`config.mk`:
```
export PLATFORM = sky130hd
export DESIGN_NAME = hdmi_frame_fetch
export DESIGN_NICKNAME = d
export VERILOG_FILES = /design/src/rtl/hdmi_fetch_pkg.sv /design/src/rtl/hdmi_fetch_burst_calc.sv /design/src/rtl/hdmi_frame_fetch.sv
export SDC_FILE = /design/constraint.sdc
export NUM_CORES = 1
export LEC_CHECK = 0
export BUFFER_PORTS_ARGS = -buffer_cell sky130_fd_sc_hd__buf_2
export CORE_UTILIZATION = 30
export CTS_BUF_LIST = sky130_fd_sc_hd__clkbuf_8
export DETAILED_ROUTE_END_ITERATION = 10
export GPL_ROUTABILITY_DRIVEN = 0
export PLACE_DENSITY = 0.51
export SYNTH_ARGS = -nofsm -noshare
export SYNTH_HDL_FRONTEND = slang
export SYNTH_SLANG_ARGS = --single-unit
```
`constraint.sdc`:
```
create_clock -name ACLK -period 15.45 [get_ports ACLK]
set_clock_uncertainty 0.2 [all_clocks]
set_input_delay 3.09 -clock ACLK [delete_from_list [all_inputs] [get_ports ACLK]]
set_output_delay 3.09 -clock ACLK [all_outputs]
set_load 0.005 [all_outputs]
```
`src/rtl/hdmi_fetch_pkg.sv`:
```
// hdmi_fetch_pkg: shared types and constants for the HDMI frame fetch scheduler.
//   state_t      fetch FSM states
//   BOUNDARY_4K  AXI bursts must not cross this byte boundary
//   bpb_of / bpb_log2_of / credit_width  derive widths from module parameters
package hdmi_fetch_pkg;
    typedef enum logic [1:0] {IDLE, WAIT_FRAME, ISSUE, DRAIN} state_t;
    localparam int BOUNDARY_4K = 4096;
    function automatic int bpb_of(input int data_width);
        return data_width / 8;
    endfunction
    function automatic int bpb_log2_of(input int data_width);
        return $clog2(data_width / 8);
    endfunction
    function automatic int credit_width(input int fifo_depth);
        return $clog2(fifo_depth + 1);
    endfunction
endpackage

```
`src/rtl/hdmi_fetch_burst_calc.sv`:
```
// hdmi_fetch_burst_calc: combinational burst length for the next AR request.
//   addr_low    low 12 bits of the current byte address (BPB-aligned)
//   beats_left  beats remaining in the current line (1..4095)
//   len         beats in the next burst: min(beats_left, BURST_LEN, beats to 4 KB edge)
module hdmi_fetch_burst_calc
    import hdmi_fetch_pkg::*;
#(
    parameter int BURST_LEN = 16,
    parameter int BPB_LOG2  = 6
)(
    input  logic [11:0] addr_low,
    input  logic [11:0] beats_left,
    output logic [8:0]  len
);
    logic [12:0] room;
    logic [12:0] cap;
    always_comb begin
        room = (13'(BOUNDARY_4K) - {1'b0, addr_low}) >> BPB_LOG2;
        cap  = room < 13'(BURST_LEN) ? room : 13'(BURST_LEN);
        len  = 9'({1'b0, beats_left} < cap ? {1'b0, beats_left} : cap);
    end
endmodule

```
`src/rtl/hdmi_frame_fetch.sv`:
```
// hdmi_frame_fetch: schedules line-by-line AXI read bursts for one video frame per FRAME_START.
//   ACLK/nRST       clock, asynchronous active-low reset
//   CFG_*           frame geometry, latched when a frame starts
//   FRAME_START     VSYNC pulse; FIFO_POP frees one line FIFO credit
//   M_AR*/M_R*      AXI read address issue and read beat counting (data bypasses this block)
//   FIFO_PUSH       line FIFO write strobe; BUSY/FRAME_DONE/OVERRUN/ERR_RESP status
module hdmi_frame_fetch
    import hdmi_fetch_pkg::*;
#(
    parameter int C_M_AXI_ADDR_WIDTH = 32,
    parameter int C_M_AXI_DATA_WIDTH = 512,
    parameter int C_BURST_LEN        = 16,
    parameter int C_FIFO_DEPTH       = 256,
    parameter int C_MAX_OUTSTANDING  = 4
)(
    input  logic                          ACLK,
    input  logic                          nRST,
    input  logic                          CFG_ENABLE,
    input  logic [C_M_AXI_ADDR_WIDTH-1:0] CFG_BASE_ADDR,
    input  logic [11:0]                   CFG_LINE_BEATS,
    input  logic [11:0]                   CFG_HEIGHT,
    input  logic [15:0]                   CFG_STRIDE,
    input  logic                          FRAME_START,
    input  logic                          FIFO_POP,
    output logic [C_M_AXI_ADDR_WIDTH-1:0] M_ARADDR,
    output logic [7:0]                    M_ARLEN,
    output logic                          M_ARVALID,
    input  logic                          M_ARREADY,
    input  logic                          M_RVALID,
    input  logic                          M_RLAST,
    input  logic [1:0]                    M_RRESP,
    output logic                          M_RREADY,
    output logic                          FIFO_PUSH,
    output logic                          BUSY,
    output logic                          FRAME_DONE,
    output logic                          OVERRUN,
    output logic                          ERR_RESP
);
    localparam int AW       = C_M_AXI_ADDR_WIDTH;
    localparam int BPB_LOG2 = bpb_log2_of(C_M_AXI_DATA_WIDTH);
    localparam int CW       = credit_width(C_FIFO_DEPTH);
    localparam int OW       = $clog2(C_MAX_OUTSTANDING + 1);

    state_t        state, state_nxt;
    logic [AW-1:0] line_addr, cur_addr;
    logic [15:0]   stride_q;
    logic [11:0]   line_beats_q, height_q, line, beats_left;
    logic [CW-1:0] credits;
    logic [OW-1:0] outstanding;
    logic [8:0]    len;
    logic          aborted, latch, ar_hs, r_hs, line_end, last_burst, drained, issue, pop_ok;

    hdmi_fetch_burst_calc #(.BURST_LEN(C_BURST_LEN), .BPB_LOG2(BPB_LOG2)) u_calc (
        .addr_low   (cur_addr[11:0]),
        .beats_left (beats_left),
        .len        (len)
    );

    // Credits reserve FIFO space at AR time, so read data can always be accepted.
    assign M_RREADY   = 1'b1;
    assign FIFO_PUSH  = M_RVALID & M_RREADY;
    assign BUSY       = state == ISSUE || state == DRAIN;
    assign ar_hs      = M_ARVALID & M_ARREADY;
    assign r_hs       = M_RVALID & M_RREADY;
    assign line_end   = beats_left == 12'(len);
    assign last_burst = line_end && line == height_q - 12'd1;
    assign drained    = outstanding == '0 && !r_hs;
    assign pop_ok     = FIFO_POP && credits != CW'(C_FIFO_DEPTH);
    assign issue      = state == ISSUE && CFG_ENABLE && !M_ARVALID &&
                        32'(credits) >= 32'(len) && outstanding < OW'(C_MAX_OUTSTANDING);

    always_ff @(posedge ACLK or negedge nRST) begin
        if (!nRST) state <= IDLE;
        else       state <= state_nxt;
    end

    // A pending AR may still complete after disable; the FSM leaves ISSUE once none is in flight.
    always_comb begin
        state_nxt = state;
        latch     = 1'b0;
        case (state)
            IDLE:       state_nxt = CFG_ENABLE ? WAIT_FRAME : IDLE;
            WAIT_FRAME: begin
                latch     = CFG_ENABLE && FRAME_START;
                state_nxt = !CFG_ENABLE ? IDLE : FRAME_START ? ISSUE : WAIT_FRAME;
            end
            ISSUE:      state_nxt = (ar_hs && last_burst) || (!CFG_ENABLE && (!M_ARVALID || M_ARREADY)) ? DRAIN : ISSUE;
            DRAIN:      state_nxt = !drained ? DRAIN : aborted ? IDLE : WAIT_FRAME;
            default:    state_nxt = IDLE;
        endcase
    end

    always_ff @(posedge ACLK or negedge nRST) begin
        if (!nRST) begin
            M_ARVALID    <= 1'b0;
            M_ARADDR     <= '0;
            M_ARLEN      <= '0;
            FRAME_DONE   <= 1'b0;
            OVERRUN      <= 1'b0;
            ERR_RESP     <= 1'b0;
            credits      <= CW'(C_FIFO_DEPTH);
            outstanding  <= '0;
            aborted      <= 1'b0;
            line_addr    <= '0;
            cur_addr     <= '0;
            stride_q     <= '0;
            line_beats_q <= '0;
            height_q     <= '0;
            line         <= '0;
            beats_left   <= '0;
        end else begin
            FRAME_DONE  <= state == DRAIN && drained && !aborted;
            OVERRUN     <= FRAME_START && BUSY;
            ERR_RESP    <= (ERR_RESP && !latch) || (r_hs && M_RRESP != 2'b00);
            credits     <= credits - (ar_hs ? CW'(len) : '0) + CW'(pop_ok);
            outstanding <= outstanding + OW'(ar_hs) - OW'(r_hs && M_RLAST);
            aborted     <= !latch && (aborted || (state == ISSUE && !CFG_ENABLE));
            if (issue) begin
                M_ARVALID <= 1'b1;
                M_ARADDR  <= cur_addr;
                M_ARLEN   <= 8'(len - 9'd1);
            end else if (ar_hs) begin
                M_ARVALID <= 1'b0;
            end
            if (latch) begin
                line_addr    <= CFG_BASE_ADDR;
                cur_addr     <= CFG_BASE_ADDR;
                stride_q     <= CFG_STRIDE;
                line_beats_q <= CFG_LINE_BEATS;
                height_q     <= CFG_HEIGHT;
                line         <= '0;
                beats_left   <= CFG_LINE_BEATS;
            end else if (ar_hs && line_end) begin
                line_addr  <= line_addr + AW'(stride_q);
                cur_addr   <= line_addr + AW'(stride_q);
                line       <= line + 12'd1;
                beats_left <= line_beats_q;
            end else if (ar_hs) begin
                cur_addr   <= cur_addr + (AW'(len) << BPB_LOG2);
                beats_left <= beats_left - 12'(len);
            end
        end
    end

    // Popping a FIFO that holds no reserved beats is a consumer bug; credits saturate regardless.
    a_pop_when_full: assert property (@(posedge ACLK) disable iff (!nRST)
        !(FIFO_POP && credits == CW'(C_FIFO_DEPTH)));
endmodule

```
* Word level (Yosys, flattened, before mapping)
Cells that the tools add are included.
Storage, ports and cells: register bits after elaboration 187, latch bits 0, bits in writable memories 0, ROM bits 0, input bits 82, output and inout port bits 47, logic and storage cells 97, memories 0
Cells by class: $add $sub $neg 11, multiply operators 0, divide/modulo/power cells 0, magnitude comparators 4, eq/ne operators 6, shifts and indexed selects 0, multiplexer cells 23, bitwise operators 1, reductions and logical operators 35
Operator list (count):
- $mux W32 | 5
- $mux W12 | 5
- $add A32 B15 Y32 | 1
- $add A32 B16 Y32 | 1
- $logic_and A1 B1 Y1 | 19
- $mux W9 | 2
- $sub A13 B12 Y13 const A | 1
- $add A12 B1 Y12 const B | 1
- $eq A12 B12 Y1 | 1
- $eq A12 B9 Y1 | 1
- $lt A12 B7 Y1 | 1
- $sub A12 B1 Y12 const B | 1
- $sub A12 B9 Y12 | 1
- $add A9 B1 Y9 | 1
- $ge A9 B9 Y1 | 1
- $ne A9 B9 Y1 const B | 1
- $sub A9 B9 Y9 | 1
- $pmux W2 S4 | 1
- $sub A8 B1 Y8 const B | 1
- $lt A7 B5 Y1 const B | 1
- $mux W7 | 1
- $mux W1 | 6
- $mux W2 | 3
- $reduce_bool A2 Y1 | 3
- other kinds (11) | 20

* Longest topological paths before layout
depth in word-level cells 11, gate-level depth with buffers 24, gate-level depth less buffers 22

* Cells and area by module
Synthesis repeated with hierarchy kept, for this count alone.
Unflattened totals: cells, all modules 1639, area total of the unflattened synthesis 13123.8 sq um
By module, submodules not included:
- hdmi_frame_fetch | times used 1, cells each 1589, area an instance 12749.7 sq um, seq. area each 4680.7 sq um
- hdmi_fetch_burst_calc | times used 1, cells each 50, area an instance 374.1 sq um, seq. area each 0.0 sq um

* Worst setup path after synthesis
No wires, ideal clock.
path kind in2out, from in M_RVALID, to out FIFO_PUSH, arrival time 3201 ps, required time 12160 ps, slack 8959 ps, stages 1, buffers on the path 1, cell sequence buf_4
RTL lines:
- start, declared | line hdmi_frame_fetch.sv:29 | input logic M_RVALID,
- end, declared | line hdmi_frame_fetch.sv:33 | output logic FIFO_PUSH,
No word-level cell between the ends.

* Worst setup path after layout
from in M_RVALID, to out FIFO_PUSH
No word-level cell between the ends.

==> flow_summary.ini <==
[worst_hold_path]
worstHoldPathType = reg -> reg

[die]
boundaryPins = 129
rows = 71
coreArea_um2 = 37700
die_h_um = 197
start_util = 0.304
die-area_um2 = 39000
die_w_um = 197

[timing]
setup-violations-final = 0
drv_slew = 0
fmax_ghz = 0.151
finalHoldViolations = 0
period_share = 0.428
fin_crit_ns = 6.61
holdWs_ns = 0.267
grt_setup_unrepaired = no
tightestPinTransition_ns = 1.00
slew-limit-headroom = 0.330
setup_tns_ns = 0

[yosys]
netlist_area_um2 = 11500
avgSynthCellArea_um2 = 8.87
synth-seq-cells = 187
async_reset_ff_frac = 1.00
synthFlopType = dfrtp_1
synth-edff-count = 0
yosysSeqAreaShare = 0.408
synth.distinct_cells = 75
synth_cells = 1292
yosysWarnings = 0

[clocking]
cts_hold_buf = 0
cts_root_buffer = clkbuf_8
clock-sinks = 187
clk_latency_ns = 0.52
cts_buffers = 17
cts_resized = 0
cts_tree = yes
post_cts_buffers = 0
cts.clk_slew.worst_paths_ns = 0.10
clk_path_buf_depth = 2
htree_levels = 4

[drt]
firstDrtPassIters = 7
ant_nets = 0
drc = 0
routed_wl_mm = 34.0
viasPerCell = 5.05
vias = 9682
wl_per_cell_um = 17.7
drtIter0Drc = 568

[pwr]
pwr-share-seq = 0.368
p_comb_frac = 0.488
p_sw_frac = 0.442
power_density_nw_per_um2 = 191
power.internal_w = 0.00139
ir_drop_v = 0.0000679
power.leakage_nw = 5.87
power.switching_w = 0.00110
power.share.clock = 0.144

[critical_path]
path_common_cell = buf_2
path_max_fanout = 4
cp_data_arrival_time_ns = 3.32
cp.required_ns = 12.16
crit_slowest_cell = buf_2
cp-end-kind = output port
path_class = in -> out
slowest_delay_ns = 0.12
start_kind = input port
worst-path-buf-inv = 2
cp_cell_sequence = buf_2 > buf_2
cpLargestDelayFamily = buffers and inverters

[placement]
hpwlAfterDp_mm = 24.3
io_buffers = 127

[layout]
final_nets = 1547
area_growth_pct = 13.8
drive_gt1_frac = 0.156
num_antenna_cells = 0

[grt]
grt_start_max_net_pins = 80
grt_usage = 0.180
globalRouteOverflowTotal = 0
grt_pass1_vias = 9645
grt_pass1_wl_mm = 54.3
grt_antenna_before_repair = 0

[outcome]
outcome = completed

[run]
drv_cap = 0
[through the flow]
step	worst slack, ns	cells	util	cell area [µm²]	power [W]
after detailed placement	8.83	1885	0.336	12600	0.00213
after CTS	8.83	1917	0.346	13000	0.00250
after global placement	8.84	1885	0.336	12600	0.00212
final	8.84	1917	0.346	13000	0.00249
after global routing	8.54	1917	0.346	13000	0.00272
after floorplan	8.96	1301	-	11500	0.00178
[layer usage]
metal  vias up  GRT usage  wire, µm
met5         -          0         0
met4         0     0.0580       632
met3        34     0.0287      1080
met2       167      0.291     15700
met1      4693      0.246     16600
li1       4788          -         -
[kinds of logic (layout without fill, tap and decap cells)]
| kind of cell | Yosys count | in the layout | share of synthesized area |
|---|---|---|---|
| AND/OR/NAND/NOR | 490 | 490 | 0.198 |
| AO/OA/AOI/OAI | 319 | 319 | 0.176 |
| flip-flops | 187 | 187 | 0.408 |
| buffers and inverters | 99 | 204 | 0.0334 |
| XOR/XNOR | 84 | 84 | 0.0642 |
| adder cells (fa/ha/maj) | 72 | 72 | 0.0819 |
| multiplexers | 39 | 39 | 0.0373 |
| other | 2 | 11 | 0.000655 |
[state kept, by name (all words and copies together) (netlist names), 2 cells and up]
name	flops
beats_left	12
state	2
M_ARADDR	32
cur_addr	32
line	12
line_beats_q	12
stride_q	16
outstanding	3
height_q	12
M_ARLEN	8
credits	9
line_addr	32
[power groups by stage]
stage	Clock, W	Combinational [W]	Sequential (W)
finish	0.000359	0.00121	0.000914
global route	0.000388	0.00138	0.000946
CTS	0.000370	0.00122	0.000915
detailed placement	0	0.00121	0.000925
global placement	0	0.00119	0.000924
floorplan	0	0.000936	0.000840
[final timing paths]
check	from	to	slack (ns)	depth (start not counted)
setup / recovery	M_RVALID	FIFO_PUSH	8.84	2
hold / removal	ERR_RESP	ERR_RESP	0.27	2
hold reg to reg	ERR_RESP	ERR_RESP	0.27	2
min in group asynchronous	nRST	M_ARLEN[6]	2.40	1
setup reg to reg	cur_addr[5]	cur_addr[31]	8.97	22
max in group asynchronous	nRST	line_addr[24]	11.38	2
[Yosys cell counts, types with 7 or more instances]
library cell | count | area share
and3_1 | 9 | 0.0049
nor4_1 | 15 | 0.0082
o21ai_0 | 90 | 0.039
ha_1 | 67 | 0.073
o21bai_1 | 7 | 0.0046
nor2_1 | 81 | 0.027
nand2_1 | 233 | 0.076
mux2_2 | 30 | 0.029
or3_1 | 12 | 0.0066
xnor2_1 | 51 | 0.039
o21a_1 | 11 | 0.0072
a211oi_1 | 16 | 0.010
xor2_1 | 33 | 0.025
buf_1 | 9 | 0.0029
clkbuf_1 | 51 | 0.017
a21o_1 | 19 | 0.012
dfrtp_1 | 186 | 0.41
mux2i_1 | 9 | 0.0079
nand3_1 | 44 | 0.019
a21oi_1 | 79 | 0.034
a31oi_1 | 20 | 0.011
nand4_1 | 14 | 0.0076
o211ai_1 | 13 | 0.0085
nor3_1 | 31 | 0.014
inv_1 | 34 | 0.011
[placed cells by master, fill, tap and decap left out, types with 7 or more instances in the layout]
cell type	synthesis	routed
nor2_1	81	80
nor3_1	31	31
nor4_1	15	15
xor2_1	33	33
nand3_1	44	43
dfrtp_1	186	186
clkbuf_8	0	18
nand4_1	14	14
or3_1	12	12
ha_1	67	67
a31oi_1	20	20
o21bai_1	7	7
o21ai_0	90	90
o21a_1	11	11
conb_1	2	11
xnor2_1	51	51
buf_4	2	11
mux2i_1	9	9
a21o_1	19	19
buf_2	3	126
nand2_1	233	233
inv_1	34	34
a21oi_1	79	79
a211oi_1	16	16
and3_1	9	8
mux2_2	30	30
o211ai_1	13	13
[area by class of cell]
| cell class | instances | area (µm²) |
|---|---|---|
| clock inverter | 15 | 176 |
| timing repair buffer | 138 | 727 |
| inverter | 34 | 128 |
| tap | 511 | 639 |
| sequential | 187 | 4680 |
| multi-input combinational | 1015 | 6460 |
| fill | 3991 | 24600 |
| clock buffer | 17 | 234 |
Power figures use the tool's default switching activity.
